==> src/rtl/sa_pkg.sv <==
// Shared definitions for the systolic-array sequencer: array control-state codes
// driven onto o_ctrl_state and the sequencer's own FSM state type.
package sa_pkg;

  localparam int CTRL_WIDTH = 4;

  localparam logic [CTRL_WIDTH-1:0] CTRL_IDLE   = 4'd0;
  localparam logic [CTRL_WIDTH-1:0] CTRL_WARMUP = 4'd1;
  localparam logic [CTRL_WIDTH-1:0] CTRL_STEADY = 4'd2;
  localparam logic [CTRL_WIDTH-1:0] CTRL_DRAIN  = 4'd3;

  typedef enum logic [2:0] {
    S_IDLE,
    S_WARMUP,
    S_STEADY,
    S_DRAIN,
    S_READOUT
  } seq_state_e;

endpackage

==> src/rtl/sa_op_sequencer_if.sv <==
// Result-buffer read port plus the outgoing result stream of the sequencer.
// The master side is the sequencer; the slave side is the buffer/consumer.
interface sa_op_sequencer_if #(
  parameter int NUM_COL              = 4,
  parameter int ACCU_DATA_WIDTH      = 32,
  parameter int LOG2_SRAM_BANK_DEPTH = 5
);

  localparam int DW = NUM_COL * ACCU_DATA_WIDTH;

  logic                            o_down_rd_en;
  logic [LOG2_SRAM_BANK_DEPTH-1:0] o_down_rd_addr;
  logic [DW-1:0]                   i_down_rd_data;

  logic                            o_res_valid;
  logic                            i_res_ready;
  logic [DW-1:0]                   o_res_data;
  logic                            o_res_last;

  modport master (
    output o_down_rd_en,
    output o_down_rd_addr,
    input  i_down_rd_data,
    output o_res_valid,
    input  i_res_ready,
    output o_res_data,
    output o_res_last
  );

  modport slave (
    input  o_down_rd_en,
    input  o_down_rd_addr,
    output i_down_rd_data,
    input  o_res_valid,
    output i_res_ready,
    input  o_res_data,
    input  o_res_last
  );

endinterface

==> src/rtl/sa_res_stream.sv <==
// Readout engine: fetches NUM_ROW result words from base+0..NUM_ROW-1 and streams them
// over valid/ready, keeping at most one buffer read in flight.
module sa_res_stream #(
  parameter int NUM_ROW    = 4,
  parameter int DATA_WIDTH = 128,
  parameter int ADDR_WIDTH = 5
) (
  input  logic                  clk,
  input  logic                  rst,
  input  logic                  i_start,
  input  logic [ADDR_WIDTH-1:0] i_base,
  output logic                  o_rd_en,
  output logic [ADDR_WIDTH-1:0] o_rd_addr,
  input  logic [DATA_WIDTH-1:0] i_rd_data,
  output logic                  o_valid,
  input  logic                  i_ready,
  output logic [DATA_WIDTH-1:0] o_data,
  output logic                  o_last,
  output logic                  o_last_accept
);

  localparam int IDX_W = $clog2(NUM_ROW + 1);
  localparam logic [IDX_W-1:0] ROW_CNT  = IDX_W'(NUM_ROW);
  localparam logic [IDX_W-1:0] LAST_IDX = IDX_W'(NUM_ROW - 1);

  logic                  r_active;
  logic                  r_inflight;
  logic [IDX_W-1:0]      r_issued;
  logic [IDX_W-1:0]      r_captured;
  logic                  r_valid;
  logic                  r_last;
  logic [DATA_WIDTH-1:0] r_data;

  logic w_accept;
  logic w_issue;

  // A new read may go out in the same cycle the held word is taken, never earlier.
  assign w_accept = r_valid && i_ready;
  assign w_issue  = r_active && !r_inflight && (r_issued != ROW_CNT) &&
                    (!r_valid || w_accept);

  assign o_rd_en       = w_issue;
  assign o_rd_addr     = i_base + ADDR_WIDTH'(r_issued);
  assign o_valid       = r_valid;
  assign o_data        = r_data;
  assign o_last        = r_last;
  assign o_last_accept = w_accept && r_last;

  always_ff @(posedge clk or posedge rst) begin
    if (rst) begin
      r_active   <= 1'b0;
      r_inflight <= 1'b0;
      r_issued   <= '0;
      r_captured <= '0;
      r_valid    <= 1'b0;
      r_last     <= 1'b0;
      r_data     <= '0;
    end else begin
      r_inflight <= w_issue;

      if (i_start) begin
        r_active <= 1'b1;
        r_issued <= '0;
      end else begin
        if (w_issue) r_issued <= r_issued + IDX_W'(1);
        if (o_last_accept) r_active <= 1'b0;
      end

      if (i_start) r_captured <= '0;
      else if (r_inflight) r_captured <= r_captured + IDX_W'(1);

      // Buffer data lands one cycle after the read; it becomes the held word here.
      if (r_inflight) begin
        r_data  <= i_rd_data;
        r_valid <= 1'b1;
        r_last  <= (r_captured == LAST_IDX);
      end else if (w_accept) begin
        r_valid <= 1'b0;
        r_last  <= 1'b0;
      end
    end
  end

endmodule

==> src/rtl/sa_op_sequencer.sv <==
// Operation sequencer for the systolic array: drives warmup/steady/drain phases and
// operand read ranges, then hands off to sa_res_stream to read out the results.
module sa_op_sequencer #(
  parameter int NUM_ROW              = 4,
  parameter int NUM_COL              = 4,
  parameter int ACCU_DATA_WIDTH      = 32,
  parameter int LOG2_SRAM_BANK_DEPTH = 5,
  parameter int CTRL_WIDTH           = sa_pkg::CTRL_WIDTH
) (
  input  logic                            clk,
  input  logic                            rst,
  input  logic                            i_start,
  input  logic [LOG2_SRAM_BANK_DEPTH-1:0] i_len,
  input  logic [LOG2_SRAM_BANK_DEPTH-1:0] i_top_base,
  input  logic [LOG2_SRAM_BANK_DEPTH-1:0] i_left_base,
  input  logic [LOG2_SRAM_BANK_DEPTH-1:0] i_down_base,
  output logic                            o_busy,
  output logic                            o_done,
  output logic [CTRL_WIDTH-1:0]           o_ctrl_state,
  output logic [LOG2_SRAM_BANK_DEPTH-1:0] o_top_sram_rd_start_addr,
  output logic [LOG2_SRAM_BANK_DEPTH-1:0] o_top_sram_rd_end_addr,
  output logic [LOG2_SRAM_BANK_DEPTH-1:0] o_left_sram_rd_start_addr,
  output logic [LOG2_SRAM_BANK_DEPTH-1:0] o_left_sram_rd_end_addr,
  output logic [LOG2_SRAM_BANK_DEPTH-1:0] o_down_sram_rd_start_addr,
  output logic [LOG2_SRAM_BANK_DEPTH-1:0] o_down_sram_rd_end_addr,
  sa_op_sequencer_if.master               bus
);

  import sa_pkg::*;

  localparam int LD = LOG2_SRAM_BANK_DEPTH;
  localparam int DW = NUM_COL * ACCU_DATA_WIDTH;
  // Sized for the longest phase (len_max + NUM_ROW + NUM_COL) with headroom.
  localparam int CNT_W = LD + $clog2(NUM_ROW + NUM_COL) + 1;

  seq_state_e       r_state;
  seq_state_e       w_state_next;
  logic [CNT_W-1:0] r_cnt;
  logic [LD-1:0]    r_len;
  logic             r_busy;
  logic             r_done;
  logic [LD-1:0]    r_top_start;
  logic [LD-1:0]    r_top_end;
  logic [LD-1:0]    r_left_start;
  logic [LD-1:0]    r_left_end;
  logic [LD-1:0]    r_down_start;
  logic [LD-1:0]    r_down_end;

  logic w_accept;
  logic w_phase_end;
  logic w_ro_start;
  logic w_last_accept;

  assign w_accept = i_start && (r_state == S_IDLE) && !r_busy && (i_len != '0);

  always_comb begin
    w_state_next = r_state;
    w_phase_end  = 1'b0;
    w_ro_start   = 1'b0;
    o_ctrl_state = CTRL_WIDTH'(CTRL_IDLE);
    unique case (r_state)
      S_IDLE: begin
        if (w_accept) w_state_next = S_WARMUP;
      end
      S_WARMUP: begin
        o_ctrl_state = CTRL_WIDTH'(CTRL_WARMUP);
        if (r_cnt == CNT_W'(r_len)) begin
          w_phase_end  = 1'b1;
          w_state_next = S_STEADY;
        end
      end
      S_STEADY: begin
        o_ctrl_state = CTRL_WIDTH'(CTRL_STEADY);
        if ((r_cnt + CNT_W'(1)) == (CNT_W'(r_len) + CNT_W'(NUM_ROW + NUM_COL - 2))) begin
          w_phase_end  = 1'b1;
          w_state_next = S_DRAIN;
        end
      end
      S_DRAIN: begin
        o_ctrl_state = CTRL_WIDTH'(CTRL_DRAIN);
        if (r_cnt == CNT_W'(NUM_ROW - 1)) begin
          w_phase_end  = 1'b1;
          w_ro_start   = 1'b1;
          w_state_next = S_READOUT;
        end
      end
      S_READOUT: begin
        if (w_last_accept) w_state_next = S_IDLE;
      end
      default: w_state_next = S_IDLE;
    endcase
  end

  // Busy drops only after the done cycle, which also keeps a start in the done cycle out.
  always_ff @(posedge clk or posedge rst) begin
    if (rst) begin
      r_state      <= S_IDLE;
      r_cnt        <= '0;
      r_len        <= '0;
      r_busy       <= 1'b0;
      r_done       <= 1'b0;
      r_top_start  <= '0;
      r_top_end    <= '0;
      r_left_start <= '0;
      r_left_end   <= '0;
      r_down_start <= '0;
      r_down_end   <= '0;
    end else begin
      r_state <= w_state_next;
      r_done  <= w_last_accept;

      if (w_phase_end || (r_state == S_IDLE) || (r_state == S_READOUT)) r_cnt <= '0;
      else r_cnt <= r_cnt + CNT_W'(1);

      if (w_accept) begin
        r_busy       <= 1'b1;
        r_len        <= i_len;
        r_top_start  <= i_top_base;
        r_top_end    <= i_top_base + i_len;
        r_left_start <= i_left_base;
        r_left_end   <= i_left_base + i_len;
        r_down_start <= i_down_base;
        r_down_end   <= i_down_base + i_len;
      end else if (r_done) begin
        r_busy <= 1'b0;
      end
    end
  end

  assign o_busy                    = r_busy;
  assign o_done                    = r_done;
  assign o_top_sram_rd_start_addr  = r_top_start;
  assign o_top_sram_rd_end_addr    = r_top_end;
  assign o_left_sram_rd_start_addr = r_left_start;
  assign o_left_sram_rd_end_addr   = r_left_end;
  assign o_down_sram_rd_start_addr = r_down_start;
  assign o_down_sram_rd_end_addr   = r_down_end;

  sa_res_stream #(
    .NUM_ROW   (NUM_ROW),
    .DATA_WIDTH(DW),
    .ADDR_WIDTH(LD)
  ) u_res_stream (
    .clk          (clk),
    .rst          (rst),
    .i_start      (w_ro_start),
    .i_base       (r_down_start),
    .o_rd_en      (bus.o_down_rd_en),
    .o_rd_addr    (bus.o_down_rd_addr),
    .i_rd_data    (bus.i_down_rd_data),
    .o_valid      (bus.o_res_valid),
    .i_ready      (bus.i_res_ready),
    .o_data       (bus.o_res_data),
    .o_last       (bus.o_res_last),
    .o_last_accept(w_last_accept)
  );

endmodule

==> src/flat_wrapper.sv <==
// flat-port wrapper written by rule: the top's interface ports become plain ports
module sa_op_sequencer_flat import sa_pkg::*;
#(
  parameter int NUM_ROW              = 4,
  parameter int NUM_COL              = 4,
  parameter int ACCU_DATA_WIDTH      = 32,
  parameter int LOG2_SRAM_BANK_DEPTH = 5,
  parameter int CTRL_WIDTH           = sa_pkg::CTRL_WIDTH
)
  (clk, rst, i_start, i_len, i_top_base, i_left_base, i_down_base, o_busy, o_done, o_ctrl_state, o_top_sram_rd_start_addr, o_top_sram_rd_end_addr, o_left_sram_rd_start_addr, o_left_sram_rd_end_addr, o_down_sram_rd_start_addr, o_down_sram_rd_end_addr, bus_o_down_rd_en, bus_o_down_rd_addr, bus_i_down_rd_data, bus_o_res_valid, bus_i_res_ready, bus_o_res_data, bus_o_res_last);
  sa_op_sequencer_if #(.NUM_COL(NUM_COL), .ACCU_DATA_WIDTH(ACCU_DATA_WIDTH), .LOG2_SRAM_BANK_DEPTH(LOG2_SRAM_BANK_DEPTH)) bus_i ();
  input  logic clk;
  input  logic rst;
  input  logic i_start;
  input  logic [LOG2_SRAM_BANK_DEPTH-1:0] i_len;
  input  logic [LOG2_SRAM_BANK_DEPTH-1:0] i_top_base;
  input  logic [LOG2_SRAM_BANK_DEPTH-1:0] i_left_base;
  input  logic [LOG2_SRAM_BANK_DEPTH-1:0] i_down_base;
  output logic o_busy;
  output logic o_done;
  output logic [CTRL_WIDTH-1:0] o_ctrl_state;
  output logic [LOG2_SRAM_BANK_DEPTH-1:0] o_top_sram_rd_start_addr;
  output logic [LOG2_SRAM_BANK_DEPTH-1:0] o_top_sram_rd_end_addr;
  output logic [LOG2_SRAM_BANK_DEPTH-1:0] o_left_sram_rd_start_addr;
  output logic [LOG2_SRAM_BANK_DEPTH-1:0] o_left_sram_rd_end_addr;
  output logic [LOG2_SRAM_BANK_DEPTH-1:0] o_down_sram_rd_start_addr;
  output logic [LOG2_SRAM_BANK_DEPTH-1:0] o_down_sram_rd_end_addr;
  output wire logic [$bits(bus_i.o_down_rd_en)-1:0] bus_o_down_rd_en;
  output wire logic [$bits(bus_i.o_down_rd_addr)-1:0] bus_o_down_rd_addr;
  input wire logic [$bits(bus_i.i_down_rd_data)-1:0] bus_i_down_rd_data;
  output wire logic [$bits(bus_i.o_res_valid)-1:0] bus_o_res_valid;
  input wire logic [$bits(bus_i.i_res_ready)-1:0] bus_i_res_ready;
  output wire logic [$bits(bus_i.o_res_data)-1:0] bus_o_res_data;
  output wire logic [$bits(bus_i.o_res_last)-1:0] bus_o_res_last;
  assign bus_o_down_rd_en = bus_i.o_down_rd_en;
  assign bus_o_down_rd_addr = bus_i.o_down_rd_addr;
  assign bus_i.i_down_rd_data = bus_i_down_rd_data;
  assign bus_o_res_valid = bus_i.o_res_valid;
  assign bus_i.i_res_ready = bus_i_res_ready;
  assign bus_o_res_data = bus_i.o_res_data;
  assign bus_o_res_last = bus_i.o_res_last;
  sa_op_sequencer #(.NUM_ROW(NUM_ROW), .NUM_COL(NUM_COL), .ACCU_DATA_WIDTH(ACCU_DATA_WIDTH), .LOG2_SRAM_BANK_DEPTH(LOG2_SRAM_BANK_DEPTH), .CTRL_WIDTH(CTRL_WIDTH)) u_core (.clk(clk), .rst(rst), .i_start(i_start), .i_len(i_len), .i_top_base(i_top_base), .i_left_base(i_left_base), .i_down_base(i_down_base), .o_busy(o_busy), .o_done(o_done), .o_ctrl_state(o_ctrl_state), .o_top_sram_rd_start_addr(o_top_sram_rd_start_addr), .o_top_sram_rd_end_addr(o_top_sram_rd_end_addr), .o_left_sram_rd_start_addr(o_left_sram_rd_start_addr), .o_left_sram_rd_end_addr(o_left_sram_rd_end_addr), .o_down_sram_rd_start_addr(o_down_sram_rd_start_addr), .o_down_sram_rd_end_addr(o_down_sram_rd_end_addr), .bus(bus_i));
endmodule
==> config.mk <==
export PLATFORM = sky130hd
export DESIGN_NAME = sa_op_sequencer_flat
export DESIGN_NICKNAME = d
export VERILOG_FILES = /design/src/rtl/sa_pkg.sv /design/src/rtl/sa_op_sequencer_if.sv /design/src/rtl/sa_res_stream.sv /design/src/rtl/sa_op_sequencer.sv /design/src/flat_wrapper.sv
export SDC_FILE = /design/constraint.sdc
export NUM_CORES = 1
export LEC_CHECK = 0
export CAP_MARGIN = 20
export CORE_MARGIN = 2
export CORE_UTILIZATION = 40
export CTS_BUF_LIST = sky130_fd_sc_hd__clkbuf_8
export CTS_CLUSTER_SIZE = 30
export DETAILED_ROUTE_END_ITERATION = 8
export PLACE_DENSITY = 0.75
export SKIP_CTS_REPAIR_TIMING = 1
export SLEW_MARGIN = 20
export SYNTH_ARGS = -nofsm -noshare
export SYNTH_HDL_FRONTEND = slang
export SYNTH_SLANG_ARGS = --single-unit
==> constraint.sdc <==
create_clock -name clk -period 9.1 [get_ports clk]
set_input_delay 1.82 -clock clk [delete_from_list [all_inputs] [get_ports clk]]
set_output_delay 1.82 -clock clk [all_outputs]
set_load 0.01 [all_outputs]
After elaboration in Yosys (flattened, before gate mapping)
Index checks and enable logic that the tools add are counted.
{ "word_totals": {"register_bits": 187, "output_inout_bits": 172, "input_bits": 152, "word_cells": 86} }
{ "classes": {"n_reduce_logical": 22, "n_mux": 24, "n_addsub": 8, "eq_ne": 14} }
{ "op_table": {"columns": ["operator", "n"], "rows": [
  ["$mux W3", 9],
  ["$add A5 B5 Y5", 3],
  ["$pmux W3 S5", 1],
  ["$mux W1", 11],
  ["$ne A2 B1 Y1 const B", 5],
  ["$reduce_bool A2 Y1", 5],
  ["$add A9 B1 Y9 const B", 1],
  ["$eq A3 B2 Y1 const B", 3],
  ["$eq A9 B2 Y1 const B", 1],
  ["$eq A9 B5 Y1", 1],
  ["$eq A9 B9 Y1", 1],
  ["$mux W9", 1],
  ["$logic_and A1 B1 Y1", 8],
  ["$add A3 B1 Y3 const B", 2],
  ["$add A5 B3 Y6 const B", 1],
  ["$pmux W2 S3", 1],
  ["$add A5 B3 Y5", 1],
  ["$reduce_and A5 Y1", 1],
  ["$reduce_bool A5 Y1", 1],
  ["$eq A3 B1 Y1 const B", 1],
  ["$eq A3 B3 Y1 const B", 1],
  ["$logic_not A1 Y1", 3],
  ["$logic_not A3 Y1", 1],
  ["$logic_or A1 B1 Y1", 3],
  ["other kinds (2)", 2]
]} }

Depth between registers and ports, before layout
{ "logic_depth": {"depth_word": 7, "depth_mapped": 9, "ltp_nobuf": 8} }

Cells and area by module
A second synthesis with hierarchy kept.
{ "unflattened": {"hier_cells": 623, "hier_area_um2": 8122.8} }
{ "modules_own_cells": {"columns": ["mod", "seq_area_each_um2", "area_each_um2", "cells_per_inst", "instances"], "rows": [
  ["sa_res_stream", 3453.3, 5342.6, 330, 1],
  ["sa_op_sequencer", 1226.2, 2780.2, 293, 1]
]} }

Least setup slack after synthesis
OpenSTA, ideal clock, no wires.
{ "synth_timing": {"path_type": "input-to-output", "from": "in bus_i_res_ready", "to": "out bus_o_down_rd_en", "cell_stages": 3, "path_buffers": 0, "arrival_time_ns": 2.636, "t_required_ns": 7.280, "setup_slack_ns": 4.644, "path_cell_list": "inv_1 a21o_1 a211oi_1"} }
{ "synth_via": {"elab_chain_len": 3} }
{ "synth_lines": {"columns": ["item", "line_no", "source"], "rows": [
  ["from (decl)", "flat_wrapper.sv:32", "input wire logic [$bits(bus_i.i_res_ready)-1:0] bus_i_res_ready;"],
  ["$logic_and A1 B1 Y1", "sa_res_stream.sv:38", "assign w_accept = r_valid && i_ready;"],
  ["$logic_or A1 B1 Y1", "sa_res_stream.sv:40", "(!r_valid || w_accept);"],
  ["$logic_and A1 B1 Y1", "sa_res_stream.sv:39", "assign w_issue = r_active && !r_inflight && (r_issued != ROW_CNT) &&"],
  ["to (decl)", "flat_wrapper.sv:28", "output wire logic [$bits(bus_i.o_down_rd_en)-1:0] bus_o_down_rd_en;"]
]} }
No other way between the ends.

Worst setup path after layout
Same ends and word-level chain as after synthesis.

==> results.sh <==
export IMPL_synthTopCellsByArea="dfrtp_1 (59%), mux2_2 (18%), nand2_1 (3.7%)"
export IMPL_nets=1103
export IMPL_ios=324
export IMPL_cts_tree="built"
export IMPL_grt_pass1_wl_um=29900
export IMPL_setup_ws_ns=3.40
export IMPL_drive_gt1_frac=0.184
export IMPL_leakagePower_nw=5.01
export IMPL_drtPass1Iterations=4
export IMPL_netlist_area_mm2=0.00791
export IMPL_cts_buffer_depth=2
export IMPL_cts_max_level=4
export IMPL_slew_headroom=0.394
export IMPL_yosys_area_top_type="dfrtp_1"
export IMPL_cp_end_kind="output pin"
export IMPL_avgSynthCellArea_um2=13.0
export IMPL_startpoint_type="primary input"
export IMPL_final_period_utilization=0.626
export IMPL_place_congestion=0.809
export IMPL_rsz0062_at_grt="no"
export IMPL_setup_tns_ns=0
export IMPL_drv_slew=0
export IMPL_rows=51
export IMPL_vdd_ir_drop_max_v=0.000219
export IMPL_vias_per_cell=4.70
export IMPL_antenna_found_initial=0
export IMPL_yosysSeqAreaShare=0.591
export IMPL_vias=5659
export IMPL_synthToLayoutAreaGrowth_pct=48.3
export IMPL_wl_per_cell_um=16.5
export IMPL_gr_total_overflow=0
export IMPL_yosysWarnings=0
export IMPL_status="completed"
export IMPL_fin_crit_ns=5.70
export IMPL_cts_buffers=17
export IMPL_cts_root_buf="clkbuf_8"
export IMPL_cts_sinks=187
export IMPL_synthDistinctLibCells=41
export IMPL_remaining_drc_errors=0
export IMPL_tightest_slew_ns=0.909
export IMPL_wl_met2_um=9340
export IMPL_routed_wl_met3_um=1920
export IMPL_crit_type="in -> out"
export IMPL_place_ws_ns=3.42
export IMPL_synth_cells=611
export IMPL_place_port_buffers=321
export IMPL_yosys_cell_count_top_type="dfrtp_1"
export IMPL_crit_start="bus_i_res_ready"
export IMPL_max_cap_violations=0
export IMPL_ys_top_cells_by_count="dfrtp_1 (187), mux2_2 (128), nand2_1 (77), xnor2_1 (26)"
export IMPL_die_h_um=145
export IMPL_finClkSkew_ns=0.0132
export IMPL_cp_arrival_ns=3.88
export IMPL_final_cell_count_no_fill=1203
export IMPL_start_util=0.407
export IMPL_ys_flop_type="dfrtp_1"
export IMPL_first_global_vias=5640
export IMPL_wl_met1_um=8090
export IMPL_crit_chain="clkdlybuf4s50_1 -> inv_1 -> a21o_1 -> a211oi_1 -> clkdlybuf4s50_1"
export IMPL_antenna_cells=0
export IMPL_grt_max_degree=118
export IMPL_max_freq_mhz=176
export IMPL_dr_max_layer_used="met4"
export IMPL_finalSetupViolCount=0
export IMPL_num_fill_cells=1601
export IMPL_cp_slowest_cell="clkdlybuf4s50_1"
export IMPL_crit_path_max_incr_delay_ns=0.71
export IMPL_post_place_cells=1172
export IMPL_synth_top_cell_area_share=0.591
export IMPL_hold_path_startpoint="u_core.o_done"
export IMPL_power_density_mw_per_mm2=333
export IMPL_synth_seq_cells=187
export IMPL_grtUsageTotal=0.186
export IMPL_hpwl_um=14800
export IMPL_synth_edff_count=0
export IMPL_cts_clk_slew_worst_paths_ns=0.09
export IMPL_core_area_mm2=0.0195
export IMPL_crit_path_frequent_cell="clkdlybuf4s50_1"
export IMPL_hold_viol_final=0
export IMPL_clk_latency_ns=0.46
export IMPL_detail_route_antenna_nets=0
export IMPL_postLayoutCoreUtil=0.603
export IMPL_r2r_start="u_core.u_res_stream.r_inflight"
export IMPL_min_delay_path_class="reg -> reg"
export IMPL_critPathRequiredTime_ns=7.28
export IMPL_drt_wl_total_um=19800
export IMPL_dieWidth_um=145
export IMPL_first_iter_violations=182
export IMPL_cp_max_fo=5
export IMPL_synth_async_reset_ratio=1.00
export IMPL_dieArea_mm2=0.0209
metrics by stage:
| stage | hold slack (ns) | total power [mW] | area [um2] |
|---|---|---|---|
| after floorplan | 0.467 | 2.37 | 7920 |
| after global placement | 0.437 | 3.38 | 11400 |
| after detailed placement | 0.462 | 3.43 | 11400 |
| after CTS | 0.476 | 3.96 | 11700 |
| after global routing | 0.513 | 4.17 | 11700 |
| final | 0.463 | 3.91 | 11700 |
kinds of logic (layout without fill, tap and decap cells):
| logic type | after synthesis | in the layout | share of synthesized area |
|---|---|---|---|
| flops | 187 | 187 | 0.591 |
| other cells | 1 | 2 | 0.000474 |
| simple gates | 123 | 123 | 0.0677 |
| xor+xnor | 38 | 38 | 0.0421 |
| fa+ha+maj | 25 | 25 | 0.0433 |
| mux | 130 | 130 | 0.185 |
| compound gates | 54 | 54 | 0.0425 |
| buf+inv | 53 | 379 | 0.0278 |
power breakdown:
part	switching [mW]	internal [mW]	total, mW
logic	0.734	1.16	1.90
clock network	0.324	0.200	0.524
registers	0.259	1.23	1.49
total	1.32	2.59	3.91
cell type report:
class | count | area, um2 | area share
Inverter | 24 | 97.6 | 0.00832
Tap cell | 265 | 332 | 0.0283
Sequential cell | 187 | 4680 | 0.399
Multi-Input combinational cell | 372 | 3020 | 0.257
Clock buffer | 17 | 234 | 0.0199
Clock inverter | 14 | 130 | 0.0111
Timing Repair Buffer | 324 | 3240 | 0.276
critical path, delay by kind of cell:
family / cells / cell delay (ns)
compound gates: 2 / 0.80
buf+inv: 3 / 1.25
cells in the final DEF (no fill, tap or decap), types with 3 or more instances in the layout:
cell	n
xnor2_1	26
xor2_1	12
nand3_1	5
fa_1	4
inv_1	23
a21o_1	8
clkbuf_8	17
dfrtp_1	186
and3_1	3
inv_8	5
ha_1	21
inv_6	4
clkdlybuf4s50_1	321
buf_4	3
nor2_1	24
a21oi_1	10
o21ai_0	23
nand2_1	77
mux2_2	128
clkinv_4	4
per-layer routing:
layer | track usage | vias to the layer above
met5 | 0 | -
met4 | 0.0649 | 0
met3 | 0.0745 | 25
met2 | 0.298 | 223
met1 | 0.230 | 2719
li1 | - | 2692
path summary, 6_finish.rpt:
path,slack (ns),to,depth (start not counted)
max reg2reg,6.70,u_core.u_res_stream.o_data[46],2
max in group asynchronous,5.67,u_core.u_res_stream.r_inflight,3
max,3.40,bus_o_down_rd_en,5
min,0.46,u_core.o_busy,1
min in group asynchronous,1.93,u_core.u_res_stream.o_data[40],2
min reg2reg,0.46,u_core.o_busy,1
flip-flops by register name (all words and copies together), names as in the netlist:
name / count
u_core.r_len: 5
u_core.u_res_stream.o_data: 128
u_core.u_res_stream.r_inflight: 1
u_core.o_done: 1
u_core.u_res_stream.r_issued: 3
u_core.u_res_stream.r_captured: 3
u_core.o_top_sram_rd_end_addr: 5
u_core.u_res_stream.o_last: 1
u_core.o_down_sram_rd_start_addr: 5
u_core.o_top_sram_rd_start_addr: 5
u_core.r_state: 3
u_core.o_busy: 1
u_core.o_left_sram_rd_start_addr: 5
u_core.u_res_stream.r_active: 1
u_core.r_cnt: 9
u_core.u_res_stream.o_valid: 1
u_core.o_left_sram_rd_end_addr: 5
u_core.o_down_sram_rd_end_addr: 5
No activity file was read; power rests on OpenSTA's default activity.
